<file path="src/rtl/grid_mem_arbiter_if.sv">
// Request/response and grid-RAM bundle between the placement workers and
// grid_mem_arbiter. The arbiter sits on the slave side of this bundle.
interface grid_mem_arbiter_if #(
  parameter int NREQ   = 4,
  parameter int ADDR_W = 12,
  parameter int DATA_W = 32
);
  // Handshake: request i moves in a cycle where req_valid[i] & req_ready[i];
  // the requester holds op/addr/wdata stable until then and may drop valid
  // beforehand to withdraw. rsp_valid is a one-cycle strobe that cannot stall.
  logic [NREQ-1:0]        req_valid;
  logic [2*NREQ-1:0]      req_op;
  logic [NREQ*ADDR_W-1:0] req_addr;
  logic [NREQ*DATA_W-1:0] req_wdata;
  logic [NREQ-1:0]        req_ready;
  logic [NREQ-1:0]        rsp_valid;
  logic [DATA_W-1:0]      rsp_data;
  logic                   rsp_ok;
  logic                   mem_re;
  logic                   mem_we;
  logic [ADDR_W-1:0]      mem_addr;
  logic [DATA_W-1:0]      mem_wdata;
  logic [DATA_W-1:0]      mem_rdata;

  modport slave (
    input  req_valid, req_op, req_addr, req_wdata, mem_rdata,
    output req_ready, rsp_valid, rsp_data, rsp_ok,
           mem_re, mem_we, mem_addr, mem_wdata
  );

  modport master (
    output req_valid, req_op, req_addr, req_wdata, mem_rdata,
    input  req_ready, rsp_valid, rsp_data, rsp_ok,
           mem_re, mem_we, mem_addr, mem_wdata
  );
endinterface

</file>
<file path="src/rtl/grid_mem_arbiter.sv">
// Round-robin arbiter for the single-port grid RAM, with an atomic
// test-for-empty-and-write claim that holds off every other access.
module grid_mem_arbiter #(
  parameter int              NREQ   = 4,
  parameter int              ADDR_W = 12,
  parameter int              DATA_W = 32,
  parameter logic [DATA_W-1:0] EMPTY = {DATA_W{1'b1}}
) (
  input  logic                     clk,
  input  logic                     reset,
  grid_mem_arbiter_if.slave        bus,
  output logic [15:0]              claim_fail_cnt,
  output logic [1:0]               dbg_state,
  output logic [$clog2(NREQ)-1:0]  dbg_rr_ptr
);
  localparam int PW = $clog2(NREQ);
  localparam logic [1:0] OP_WR = 2'b01;
  localparam logic [1:0] OP_CL = 2'b10;

  typedef enum logic [1:0] {IDLE = 2'd0, RD_WAIT = 2'd1, CL_CHK = 2'd2} state_t;

  state_t              state_q, state_d;
  logic [PW-1:0]       rr_ptr_q, rr_ptr_d;
  logic [PW-1:0]       idx_q, idx_d;
  logic [ADDR_W-1:0]   addr_q, addr_d;
  logic [DATA_W-1:0]   wdata_q, wdata_d;
  logic [NREQ-1:0]     rsp_valid_q, rsp_valid_d;
  logic [DATA_W-1:0]   rsp_data_q, rsp_data_d;
  logic                rsp_ok_q, rsp_ok_d;
  logic [15:0]         cnt_q, cnt_d;

  logic                found;
  logic [PW-1:0]       winner;
  logic [PW:0]         idx_w;
  logic [1:0]          win_op;
  logic [ADDR_W-1:0]   win_addr;
  logic [DATA_W-1:0]   win_wdata;

  // First valid requester at or after rr_ptr, wrapping at NREQ.
  always_comb begin
    found  = 1'b0;
    winner = '0;
    idx_w  = '0;
    for (int k = 0; k < NREQ; k++) begin
      idx_w = {1'b0, rr_ptr_q} + (PW+1)'(k);
      if (idx_w >= (PW+1)'(NREQ)) idx_w = idx_w - (PW+1)'(NREQ);
      if (!found && bus.req_valid[idx_w[PW-1:0]]) begin
        found  = 1'b1;
        winner = idx_w[PW-1:0];
      end
    end
  end

  always_comb begin
    win_op    = '0;
    win_addr  = '0;
    win_wdata = '0;
    for (int k = 0; k < NREQ; k++) begin
      if (winner == PW'(k)) begin
        win_op    = bus.req_op[2*k +: 2];
        win_addr  = bus.req_addr[k*ADDR_W +: ADDR_W];
        win_wdata = bus.req_wdata[k*DATA_W +: DATA_W];
      end
    end
  end

  always_comb begin
    state_d       = state_q;
    rr_ptr_d      = rr_ptr_q;
    idx_d         = idx_q;
    addr_d        = addr_q;
    wdata_d       = wdata_q;
    rsp_valid_d   = '0;
    rsp_data_d    = rsp_data_q;
    rsp_ok_d      = rsp_ok_q;
    cnt_d         = cnt_q;
    bus.req_ready = '0;
    bus.mem_re    = 1'b0;
    bus.mem_we    = 1'b0;
    bus.mem_addr  = '0;
    bus.mem_wdata = '0;
    if (!reset) begin
      unique case (state_q)
        IDLE: begin
          if (found) begin
            bus.req_ready = NREQ'(1) << winner;
            rr_ptr_d      = (winner == PW'(NREQ-1)) ? '0 : winner + PW'(1);
            idx_d         = winner;
            bus.mem_addr  = win_addr;
            if (win_op == OP_WR) begin
              bus.mem_we    = 1'b1;
              bus.mem_wdata = win_wdata;
              rsp_valid_d   = NREQ'(1) << winner;
              rsp_ok_d      = 1'b1;
            end else if (win_op == OP_CL) begin
              bus.mem_re = 1'b1;
              addr_d     = win_addr;
              wdata_d    = win_wdata;
              state_d    = CL_CHK;
            end else begin
              bus.mem_re = 1'b1;
              state_d    = RD_WAIT;
            end
          end
        end
        RD_WAIT: begin
          rsp_valid_d = NREQ'(1) << idx_q;
          rsp_data_d  = bus.mem_rdata;
          rsp_ok_d    = 1'b1;
          state_d     = IDLE;
        end
        CL_CHK: begin
          // Nothing else was granted since the read, so this write is atomic.
          rsp_valid_d = NREQ'(1) << idx_q;
          if (bus.mem_rdata == EMPTY) begin
            bus.mem_we    = 1'b1;
            bus.mem_addr  = addr_q;
            bus.mem_wdata = wdata_q;
            rsp_ok_d      = 1'b1;
            rsp_data_d    = EMPTY;
          end else begin
            rsp_ok_d   = 1'b0;
            rsp_data_d = bus.mem_rdata;
            if (cnt_q != 16'hFFFF) cnt_d = cnt_q + 16'd1;
          end
          state_d = IDLE;
        end
        default: state_d = IDLE;
      endcase
    end
  end

  always_ff @(posedge clk) begin
    if (reset) begin
      state_q     <= IDLE;
      rr_ptr_q    <= '0;
      idx_q       <= '0;
      addr_q      <= '0;
      wdata_q     <= '0;
      rsp_valid_q <= '0;
      rsp_data_q  <= '0;
      rsp_ok_q    <= 1'b0;
      cnt_q       <= '0;
    end else begin
      state_q     <= state_d;
      rr_ptr_q    <= rr_ptr_d;
      idx_q       <= idx_d;
      addr_q      <= addr_d;
      wdata_q     <= wdata_d;
      rsp_valid_q <= rsp_valid_d;
      rsp_data_q  <= rsp_data_d;
      rsp_ok_q    <= rsp_ok_d;
      cnt_q       <= cnt_d;
    end
  end

  assign bus.rsp_valid  = rsp_valid_q;
  assign bus.rsp_data   = rsp_data_q;
  assign bus.rsp_ok     = rsp_ok_q;
  assign claim_fail_cnt = cnt_q;
  assign dbg_state      = state_q;
  assign dbg_rr_ptr     = rr_ptr_q;
endmodule
</file>
<file path="src/flat_wrapper.sv">
// flat-port wrapper written by rule: the top's interface ports become plain ports
module grid_mem_arbiter_flat 
#(
  parameter int              NREQ   = 4,
  parameter int              ADDR_W = 12,
  parameter int              DATA_W = 32,
  parameter logic [DATA_W-1:0] EMPTY = {DATA_W{1'b1}}
)
  (clk, reset, claim_fail_cnt, dbg_state, dbg_rr_ptr, bus_req_valid, bus_req_op, bus_req_addr, bus_req_wdata, bus_mem_rdata, bus_req_ready, bus_rsp_valid, bus_rsp_data, bus_rsp_ok, bus_mem_re, bus_mem_we, bus_mem_addr, bus_mem_wdata);
  grid_mem_arbiter_if #(.NREQ(NREQ), .ADDR_W(ADDR_W), .DATA_W(DATA_W)) bus_i ();
  input  logic clk;
  input  logic reset;
  output logic [15:0] claim_fail_cnt;
  output logic [1:0] dbg_state;
  output logic [$clog2(NREQ)-1:0] dbg_rr_ptr;
  input wire logic [$bits(bus_i.req_valid)-1:0] bus_req_valid;
  input wire logic [$bits(bus_i.req_op)-1:0] bus_req_op;
  input wire logic [$bits(bus_i.req_addr)-1:0] bus_req_addr;
  input wire logic [$bits(bus_i.req_wdata)-1:0] bus_req_wdata;
  input wire logic [$bits(bus_i.mem_rdata)-1:0] bus_mem_rdata;
  output wire logic [$bits(bus_i.req_ready)-1:0] bus_req_ready;
  output wire logic [$bits(bus_i.rsp_valid)-1:0] bus_rsp_valid;
  output wire logic [$bits(bus_i.rsp_data)-1:0] bus_rsp_data;
  output wire logic [$bits(bus_i.rsp_ok)-1:0] bus_rsp_ok;
  output wire logic [$bits(bus_i.mem_re)-1:0] bus_mem_re;
  output wire logic [$bits(bus_i.mem_we)-1:0] bus_mem_we;
  output wire logic [$bits(bus_i.mem_addr)-1:0] bus_mem_addr;
  output wire logic [$bits(bus_i.mem_wdata)-1:0] bus_mem_wdata;
  assign bus_i.req_valid = bus_req_valid;
  assign bus_i.req_op = bus_req_op;
  assign bus_i.req_addr = bus_req_addr;
  assign bus_i.req_wdata = bus_req_wdata;
  assign bus_i.mem_rdata = bus_mem_rdata;
  assign bus_req_ready = bus_i.req_ready;
  assign bus_rsp_valid = bus_i.rsp_valid;
  assign bus_rsp_data = bus_i.rsp_data;
  assign bus_rsp_ok = bus_i.rsp_ok;
  assign bus_mem_re = bus_i.mem_re;
  assign bus_mem_we = bus_i.mem_we;
  assign bus_mem_addr = bus_i.mem_addr;
  assign bus_mem_wdata = bus_i.mem_wdata;
  grid_mem_arbiter #(.NREQ(NREQ), .ADDR_W(ADDR_W), .DATA_W(DATA_W), .EMPTY(EMPTY)) u_core (.clk(clk), .reset(reset), .bus(bus_i), .claim_fail_cnt(claim_fail_cnt), .dbg_state(dbg_state), .dbg_rr_ptr(dbg_rr_ptr));
endmodule
</file>
<file path="config.mk">
export PLATFORM = sky130hd
export DESIGN_NAME = grid_mem_arbiter_flat
export DESIGN_NICKNAME = d
export VERILOG_FILES = /design/src/rtl/grid_mem_arbiter_if.sv /design/src/rtl/grid_mem_arbiter.sv /design/src/flat_wrapper.sv
export SDC_FILE = /design/constraint.sdc
export NUM_CORES = 1
export LEC_CHECK = 0
export ABC_AREA = 1
export CAP_MARGIN = 0
export CORE_ASPECT_RATIO = 1.5
export CORE_MARGIN = 1.5
export CORE_UTILIZATION = 38
export CTS_CLUSTER_SIZE = 8
export DETAILED_ROUTE_END_ITERATION = 10
export PLACE_DENSITY = 0.86
export RECOVER_POWER = 25
export SLEW_MARGIN = 20
export SYNTH_ARGS = -nofsm -noshare
export SYNTH_HDL_FRONTEND = slang
export SYNTH_SLANG_ARGS = --single-unit
</file>
<file path="constraint.sdc">
create_clock -name clk -period 2.8 [get_ports clk]
set_clock_uncertainty 0.1 [all_clocks]
set_input_delay 0.28 -clock clk [delete_from_list [all_inputs] [get_ports clk]]
set_output_delay 0.28 -clock clk [all_outputs]
set_load 0.01 [all_outputs]
</file>
==> Word level (Yosys, flattened, before mapping) <==
Index checks and enable logic that the tools add are counted.
{ "totals": {"latch_bits": 0, "register_bits": 103, "elab_cells": 122, "mem_bits_rw": 0, "mem_count": 0, "rom_bits": 0} }
{ "classes": {"n_bitwise": 3, "div_mod_pow": 0, "eq_ne": 11, "magnitude_cmp": 8, "reduce_logical": 17, "shifts": 2, "add_sub_neg": 9, "n_mux": 63, "mul": 0} }
{ "ops": {"columns": ["operator", "count"], "rows": [
  ["$mux W32", 9],
  ["$pmux W32 S2", 2],
  ["$mux W12", 7],
  ["$eq A32 B32 Y1 const B", 1],
  ["$mux W2", 14],
  ["$pmux W12 S2", 1],
  ["$mux W4", 5],
  ["$mux W1", 18],
  ["$add A16 B1 Y16 const B", 1],
  ["$ne A16 B16 Y1 const B", 1],
  ["$lt A2 B3 Y1 const B", 4],
  ["$ge A3 B3 Y1 const B", 3],
  ["$bmux W1 S2", 4],
  ["$eq A2 B2 Y1 const B", 4],
  ["$pmux W4 S2", 1],
  ["$shl A1 B2 Y4 const A", 2],
  ["$sub A2 B1 Y2 const B", 4],
  ["$add A2 B2 Y3 const B", 2],
  ["$eq A2 B1 Y1 const B", 3],
  ["$reduce_and A3 Y1", 2],
  ["$logic_not A2 Y1", 2],
  ["$ne A2 B1 Y1 const B", 2],
  ["$reduce_and A2 Y1", 2],
  ["$reduce_and A4 Y1", 1],
  ["11 further kinds", 18]
]} }

==> Depth between registers and ports, before layout <==
Gate-level depths: netlist of the first run.
{ "logic_depth": {"depth_word": 24, "ltp_mapped": 27, "mapped_depth_nobuf": 24} }

==> Worst setup path before layout of the first run <==
OpenSTA, ideal clock, no wires.
{ "synth_path": {"path_kind": "register -> output", "start": "reg u_core.rr_ptr_q[0] (netlist: u_core.dbg_rr_ptr[0])", "end": "out bus_mem_wdata[17]", "t_arrival_ps": 2859, "stages_incl_launch_ff": 22, "setup_slack_ps": -439, "required_time_ps": 2420, "path_cell_list": "dfxtp_1 buf_4 inv_4 nand2_1 nand2_1 nand2_1 nand2_2 nor2_4 nand3_4 buf_2 nand3_1 ha_1 inv_1 buf_2 nor2_1 nor2_1 a21oi_1 nand2_1 inv_1 buf_2 nand4_1 a21oi_1"} }
{ "synth_via": {"elab_chain_len": 24, "word_cells_on_any_way": 54} }
{ "synth_rtl": {"columns": ["element", "line_no", "text"], "rows": [
  ["start: declaration", "grid_mem_arbiter.sv:23", "logic [PW-1:0] rr_ptr_q, rr_ptr_d;"],
  ["start signal: assignment", "grid_mem_arbiter.sv:146", "rr_ptr_q <= rr_ptr_d;"],
  ["parallel branches: the longest is 21 deep, another holds $add A2 B1 Y3", null, null],
  ["$mux W32 *", "grid_mem_arbiter.sv:85", "if (found) begin"],
  ["$pmux W32 S2 *", "grid_mem_arbiter.sv:83", "unique case (state_q)"],
  ["$mux W32 *", "grid_mem_arbiter.sv:82", "if (!reset) begin"],
  ["end: declaration", "flat_wrapper.sv:28", "output wire logic [$bits(bus_i.mem_wdata)-1:0] bus_mem_wdata;"]
]} }
Every way passes the cells marked *. The select of a mux whose other input is x is not followed.

==> Final worst setup path of the first run <==
{ "layout_path": {"start": "reg u_core.rr_ptr_q[1] (netlist: u_core.dbg_rr_ptr[1])", "end": "out bus_mem_wdata[21]"} }
{ "layout_via": {"elab_chain_len": 24, "word_cells_on_any_way": 54} }
{ "layout_rtl": {"columns": ["element", "line_no", "text"], "rows": [
  ["parallel branches: the longest is 13 deep, another holds $add A2 B1 Y3", null, null],
  ["$mux W2 *", "grid_mem_arbiter.sv:47", "if (!found && bus.req_valid[idx_w[PW-1:0]]) begin"],
  ["named net u_core.winner[1]", "grid_mem_arbiter.sv:33", "logic [PW-1:0] winner;"],
  ["$logic_not A2 Y1", "grid_mem_arbiter.sv:59", "if (winner == PW'(k)) begin"],
  ["$mux W2 (4 in series)", "grid_mem_arbiter.sv:59", null],
  ["$eq A2 B1 Y1", "grid_mem_arbiter.sv:90", "if (win_op == OP_WR) begin"],
  ["$mux W32 *", "grid_mem_arbiter.sv:90", null],
  ["$mux W32 *", "grid_mem_arbiter.sv:85", null],
  ["$pmux W32 S2 *", "grid_mem_arbiter.sv:83", null],
  ["$mux W32 *", "grid_mem_arbiter.sv:82", null]
]} }
Mark *: on every way through the listed nets, which the timed path passes. The select of a mux whose other input is x is not followed.

==> results of run 1 <==
==> worst min-delay path by stage <==
stage                                                   endpoint                              startpoint  cells past startpoint  slack, ns
after CTS                       u_core.dbg_state[0]$_SDFFE_PP0P_                                   reset                      4       0.16
after global routing            u_core.dbg_state[0]$_SDFFE_PP0P_                                   reset                      4       0.20
after floorplan             u_core.bus.rsp_data[23]$_SDFFE_PP0N_                       bus_mem_rdata[23]                      2       0.31
final                           u_core.dbg_state[0]$_SDFFE_PP0P_                                   reset                      4       0.19
after global placement    u_core.claim_fail_cnt[13]$_SDFFE_PP0P_  u_core.claim_fail_cnt[13]$_SDFFE_PP0P_                      2       0.39
after detailed placement  u_core.claim_fail_cnt[13]$_SDFFE_PP0P_  u_core.claim_fail_cnt[13]$_SDFFE_PP0P_                      2       0.39
==> cells in the mapped netlist (all sizes together) <==
master,number,area (um2)
o21ai,61,305.3
o21a,13,97.59
nand3,62,332.8
dfxtp,103,2062
clkbuf,45,170.2
buf,36,190.2
xor2,7,61.31
nor2,200,770.7
or2,1,6.260
ha,9,112.6
nand4,21,131.4
a22oi,32,240.2
a21oi,132,660.6
xnor2,3,26.28
nand2,365,1385
inv,158,595.6
nor3,7,35.03
==> cell type report <==
cell class | count | area, um2 | share of cell area
clock buffers | 9 | 225.2 | 0.01781
repair buffers | 455 | 4506 | 0.3564
flip-flops and latches | 103 | 2069 | 0.1637
clock inverters | 7 | 91.34 | 0.007225
multi-input cells | 913 | 4815 | 0.3808
well taps | 252 | 315.3 | 0.02494
inverters | 158 | 620.6 | 0.04909
==> flip-flops by register name (all words and copies together) (netlist names) <==
register / cells
u_core.bus.rsp_ok: 1
u_core.bus.rsp_data: 32
u_core.claim_fail_cnt: 16
u_core.dbg_state: 2
u_core.wdata_q: 32
u_core.addr_q: 12
u_core.bus.rsp_valid: 4
u_core.dbg_rr_ptr: 2
u_core.idx_q: 2
==> power groups by stage <==
stage / Combinational, mW / Sequential, mW / Clock [mW]
CTS: 15.9 / 2.09 / 1.33
detailed placement: 12.9 / 2.12 / 0
global placement: 12.7 / 2.10 / 0
global route: 18.7 / 2.14 / 1.38
floorplan: 7.69 / 2.19 / 0
finish: 17.5 / 2.10 / 1.30
==> critical path: cells and delay by family (launching register included) <==
| family | cells | cell delay (ns) |
|---|---|---|
| DFF | 1 | 0.40 |
| adders and majority gates | 1 | 0.18 |
| AOI/OAI and AO/OA | 3 | 0.53 |
| buffers and inverters | 4 | 0.48 |
| and+or+nand+nor | 11 | 1.26 |
==> repair_timing <==
action                                 4_1_cts  5_1_grt
endpoints found under the hold margin        0        0
gates resized for setup                    312       69
gates cloned                                 9        4
setup endpoints to repair                   98      101
pin swaps                                   33       40
setup buffers                               24        6
==> kinds of logic (layout without fill, tap and decap cells) <==
kind of cell	Yosys count	after routing	share of synthesized area
adder cells (fa/ha/maj)	9	9	0.01568
AO/OA/AOI/OAI	238	238	0.1815
AND/OR/NAND/NOR	656	656	0.3705
buffers and inverters	239	629	0.1331
XOR/XNOR	10	10	0.01219
flip-flops	103	103	0.2871
==> metal layers <==
metal	GRT usage	vias up	share of wire	wire [um]
li1	-	4705	-	-
met1	0.3312	4455	0.36	11900
met2	0.5556	476	0.50	16220
met3	0.07787	128	0.082	2678
met4	0.1938	0	0.057	1874
met5	0	-	0	0
==> impl_metrics.env, run 1 <==
export IMPL_outcome="finished with violations"
export IMPL_failed_checks="negative setup slack"
export IMPL_via_per_inst=5.147
export IMPL_setup_viol=100
export IMPL_reg2reg_from="u_core.dbg_rr_ptr[1]$_SDFFE_PP0P_"
export IMPL_syn_nets=1486
export IMPL_path_class="flop to primary output"
export IMPL_crit_fanout=6
export IMPL_drt_first_pass_iters=6
export IMPL_leakage_nw=5.708
export IMPL_diodes=0
export IMPL_antenna_left=0
export IMPL_grt_pass1_vias=9618
export IMPL_drv_cap=0
export IMPL_drive_gt1_frac=0.2201
export IMPL_layout_common_cells="nand2_1, clkdlybuf4s50_1, nor2_1, inv_1, dfxtp_1"
export IMPL_pin_count=329
export IMPL_rsz0062_at_grt="true"
export IMPL_crit_path_frequent_cell="nand2_2"
export IMPL_clkPwrFrac=0.062
export IMPL_dieArea_mm2=0.01975
export IMPL_stdcell_count=1897
export IMPL_max_freq_mhz=277.5
export IMPL_postCtsHoldBufs=0
export IMPL_crit_path_max_incr_delay_ns=0.40
export IMPL_cts_clk_slew_worst_paths_ns=0.08
export IMPL_area_growth_pct=76.00
export IMPL_synth_seq_area_share=0.2871
export IMPL_vias=9764
export IMPL_wl_per_cell_um=17.22
export IMPL_antenna_found_initial=0
export IMPL_grt_pass1_wl_um=48420
export IMPL_dr_first_iter_drc_count=723
export IMPL_fin_util=0.6816
export IMPL_grt_start_max_net_pins=84
export IMPL_netlist_area_mm2=0.007183
export IMPL_slew_violations=0
export IMPL_cp_start_kind="flop"
export IMPL_avgSynthCellArea_um2=5.724
export IMPL_die_h_um=171.4
export IMPL_grt_usage=0.3141
export IMPL_cts_sinks=103
export IMPL_p_switching_mw=10.38
export IMPL_gp_congestion=0.9021
export IMPL_holdWs_ns=0.1946
export IMPL_num_rows=61
export IMPL_endpoint="bus_mem_wdata[21]"
export IMPL_synthCells=1255
export IMPL_cts_buffers=9
export IMPL_hold_viol=0
export IMPL_htree_levels=3
export IMPL_dpl_worst_slack_ns=-1.008
export IMPL_clockBufferDepth=2
export IMPL_p_int_mw=10.52
export IMPL_worstPathRequired_ns=2.42
export IMPL_stdcell_area_mm2=0.01264
export IMPL_clk_latency_ns=0.35
export IMPL_sw_frac_of_total=0.4965
export IMPL_crit_start="u_core.dbg_rr_ptr[1]$_SDFFE_PP0P_"
export IMPL_grt_overflow=0
export IMPL_period_needed_ns=3.604
export IMPL_final_common_cell="nand2_1"
export IMPL_pwr_share_seq=0.100
export IMPL_total_power_mw=20.90
export IMPL_reg2reg_depth=30
export IMPL_tightestPinTransition_ns=0.9347
export IMPL_port_buffers=328
export IMPL_dp_hpwl_um=20390
export IMPL_fin_ws_ns=-0.8041
export IMPL_worstSetupEndpointType="primary output"
export IMPL_core_region_area_mm2=0.01855
export IMPL_r2r_end="u_core.addr_q[9]$_SDFFE_PP0P_"
export IMPL_synth_warnings=0
export IMPL_setup_tns_ns=-61.47
export IMPL_dp_cells=1840
export IMPL_drc=0
export IMPL_ir_worst_vdd_mv=0.9674
export IMPL_cp_slowest_cell="dfxtp_4"
export IMPL_p_per_area_mw_per_mm2=1653
export IMPL_fillers=1535
export IMPL_cts_tree="yes"
export IMPL_cts_root_buffer="clkbuf_16"
export IMPL_fin_crit_sh=1.287
export IMPL_relSlewSlack=0.3769
export IMPL_hold_path_class="primary input to flop"
export IMPL_start_util=0.3873
export IMPL_placed_area_mm2=0.01140
export IMPL_synth_seq_cells=103
export IMPL_synth_cell_types=29
export IMPL_p_comb_frac=0.837
export IMPL_r2r_slack_ns=-0.68
export IMPL_worstPathCellList="inv_4, nand2_1, nand2_2, nand2_4, nand2_2, nor2_4, nand4_1, nand2_4, inv_4, ha_4, a21oi_2, nand2_2, a21oi_4, nand2_8, buf_16, nor2_4, nand3_2, a21oi_2, buf_4"
export IMPL_nets=1871
export IMPL_drt_wl_total_um=32670
export IMPL_die_x_um=115.3
export IMPL_crit_arrival_ns=3.22
(Power assumes the default switching activity.)
==> inputs of run 2 (changes only) <==
--- a/config.mk
+++ b/config.mk
@@ -10,6 +10,7 @@
 export CORE_ASPECT_RATIO = 1.5
 export CORE_MARGIN = 1.5
 export CORE_UTILIZATION = 38
+export CTS_CLUSTER_DIAMETER = 60
 export CTS_CLUSTER_SIZE = 8
 export DETAILED_ROUTE_END_ITERATION = 10
 export PLACE_DENSITY = 0.86
==> results of run 2 <==
No change in the layout: final DEF, timing and power equal those of run 1.
==> edit, RTL diff (settings of run 1) <==
`ADDR_W` is set to 12 in 3 places; all go to 11.
--- a/src/rtl/grid_mem_arbiter_if.sv
+++ b/src/rtl/grid_mem_arbiter_if.sv
@@ -2,7 +2,7 @@
 // grid_mem_arbiter. The arbiter sits on the slave side of this bundle.
 interface grid_mem_arbiter_if #(
   parameter int NREQ   = 4,
-  parameter int ADDR_W = 12,
+  parameter int ADDR_W = 11,
   parameter int DATA_W = 32
 );
   // Handshake: request i moves in a cycle where req_valid[i] & req_ready[i];
--- a/src/rtl/grid_mem_arbiter.sv
+++ b/src/rtl/grid_mem_arbiter.sv
@@ -2,7 +2,7 @@
 // test-for-empty-and-write claim that holds off every other access.
 module grid_mem_arbiter #(
   parameter int              NREQ   = 4,
-  parameter int              ADDR_W = 12,
+  parameter int              ADDR_W = 11,
   parameter int              DATA_W = 32,
   parameter logic [DATA_W-1:0] EMPTY = {DATA_W{1'b1}}
 ) (
--- a/src/flat_wrapper.sv
+++ b/src/flat_wrapper.sv
@@ -2,7 +2,7 @@
 module grid_mem_arbiter_flat 
 #(
   parameter int              NREQ   = 4,
-  parameter int              ADDR_W = 12,
+  parameter int              ADDR_W = 11,
   parameter int              DATA_W = 32,
   parameter logic [DATA_W-1:0] EMPTY = {DATA_W{1'b1}}
 )
Interface: changed (resized bus_mem_addr and bus_req_addr); port bits go from 329 to 324. No check against the original RTL was run, so the function may have changed too.
==> edit against run 1 <==
The flow still finishes with violations (negative setup slack). First-iteration DRC count is 11% higher. Worst setup slack lost 0.046 ns. Non-clock buffer count grew 30. Critical path type is now in2out. Hold slack improved by 0.13 ns. Critical endpoint is now bus_mem_wdata[31]. Routed wire length is 8.1% higher. Synthesized area up 0.38%. Design area up 5.3%. Sequential cell count fell by 1. Largest power group unchanged. Power increased by 15%.
==> edit: results (changes against run 1) <==
- Net Count, Synth: 1,473 (-0.87%)
- CTS buffer count: 9 (unchanged)
- Setup Viol. Count Final: 98 (-2.0%)
- WP data arrival: 3.27 ns (+0.05 ns)
- CTS Buffer Depth: 2 (unchanged)
- Final nets: 1,885 (+0.75%)
- YS warnings: 0 (unchanged)
- R2r setup slk: -0.31 ns (+0.37 ns)
- Worst R2R End: u_core.wdata_q[0]$_SDFFE_PP0P_
- Post-DP HPWL: 21,800 um (+6.8%)
- Antenna violations before repair: 2 (+2)
- Unique cell type count in the Yosys netlist: 33 (+14%)
- Core ar.: 18,500 um2 (unchanged)
- Top cells by count, synth: 323 x nand2_1, 177 x nor2_1, 140 x inv_1
- Top Family by Delay on Critical Path: buffers and inverters
- WL per Instance: 18.4 um (+7.0%)
- Root cell of the clock tree: clkbuf_16
- Setup TNS: -44.05 ns (+17.42 ns)
- Share of layout cells above drive strength 1: 26.2% (+4.2 points)
- Synth area leaders: dfxtp_1 28%, nand2_1 17%, a21oi_1 9.6%
- Worst slack, placed: -1.14 ns (-0.134 ns)
- DR iter-0 viols: 799 (+11%)
- Max Fanout on Critical Path: 6 (unchanged)
- Failing checks: negative setup slack
- Max-slew headroom: 63.9% (+26 points)
- Hold Crit Depth: 4 (unchanged)
- Clock Latency Late Sink: 0.35 ns (about the same)
- Worst r2r path cells: 25 (-17%)
- Worst reg2reg path startpoint: u_core.dbg_rr_ptr[0]$_SDFFE_PP0P_
- Post-DR vias/cell: 5.32 (+3.4%)
- P_leak: 5.98 nW (+4.8%)
- Maximum VDD drop: 1.09 mV (+13%)
- GP Congestion: 0.929 (+2.9%)
- Synth async-reset ratio: 0% (unchanged)
- Register area share after synthesis: 28.3% (-0.39 points)
- Hold path start: reset
- Final worst slack: -0.850 ns (-0.0460 ns)
- Number of port buffers: 323 (-1.5%)
- First-pass GRT wire length: 49,300 um (+1.8%)
- Clk slew on worst S/H paths: about 0.090 ns
- # fillers: 1,413 (-7.9%)
- Largest net degree at the start of global routing: 62 (-26%)
- Worst Hold Class: in2reg
- Max incr delay on CP: 0.50 ns (+0.10 ns)
- Number of global-route vias before repair: 9,689 (+0.74%)
- Hold path endpoint: u_core.claim_fail_cnt[6]$_SDFFE_PP0P_
- Outcome: finished with violations
- Slowest stage cell, crit path: clkdlybuf4s50_1
- Total GRT Usage: 32.0% (+0.59 points)
- CTS H-tree lvls: 3 (unchanged)
- First-pass iteration count of the detailed router: 5 (-1)
[edit: cell types whose count changed in the layout (fill, tap and decap cells not counted), sizes merged, moves of 5 or more]
cell          run 1  this run
a22oi            32        27
nand3            62       114
buf             170       202
nand2           365       329
nand4            21        13
nor2            200       178
a21oi           132       139
[edit: per-layer routing]
layer / wire length [um] / GRT usage (%) / vias to the layer above
met5: 13 / 0 / -
met4: 2100 / 17.7 / 2
met3: 3160 / 8.03 / 132
met2: 17600 / 57.8 / 535
met1: 12500 / 33.4 / 4726
li1: - / - / 4800
[edit: final cells by class]
class | instances | area share (%)
inverters | 154 | 4.70
clock inverters | 7 | 0.649
well taps | 252 | 2.37
flip-flops and latches | 102 | 15.4
multi-input cells | 906 | 37.6
clock buffers | 9 | 1.69
repair buffers | 485 | 37.6
diodes | 1 | 0.0188
[edit: cell families (layout without fill, tap and decap cells)]
group | Yosys count | after routing | share of synthesized area (%)
compound gates | 240 | 240 | 18.1
xor+xnor | 13 | 13 | 1.58
fa+ha+maj | 9 | 9 | 1.56
buf+inv | 238 | 655 | 13.6
flops | 102 | 102 | 28.3
other cells | 0 | 1 | 0
simple gates | 644 | 644 | 36.9
[edit: worst max path at each step]
stage	from	to	slack, ns
final	bus_req_valid[1]	bus_mem_wdata[31]	-0.85
after CTS	u_core.dbg_rr_ptr[0]$_SDFFE_PP0P_	bus_mem_addr[5]	-0.68
after detailed placement	bus_req_valid[2]	bus_mem_wdata[25]	-1.14
after global routing	bus_req_valid[1]	bus_mem_wdata[31]	-0.98
after floorplan	u_core.dbg_rr_ptr[0]$_SDFFE_PP0P_	bus_mem_wdata[23]	-0.16
after global placement	bus_req_valid[2]	bus_mem_wdata[25]	-1.09
[edit: stage by stage]
stage / cell area [um2] / hold WS (ns) / cells
after global routing: 13300 / 0.347 / 1916
final: 13300 / 0.324 / 1916
after CTS: 12900 / 0.299 / 1901
after floorplan: 7410 / 0.312 / 1246
after global placement: 11400 / 0.386 / 1827
after detailed placement: 11400 / 0.395 / 1827
[edit: where the power goes]
group / total [mW] / switching (mW) / leakage (nW) / internal (mW)
Sequential: 2.08 / 0.206 / 0.838 / 1.88
Clock: 1.31 / 0.665 / 0.151 / 0.644
Combinational: 20.6 / 10.7 / 4.99 / 9.87
Total: 24.0 / 11.6 / 5.98 / 12.4
[edit: repair_timing]
action                     CTS  global route
resized for setup          348           138
setup buffers               47            20
cloned                      12             5
hold buffers                 0             0
pin swaps                   35            76
setup endpoints to repair   99            99
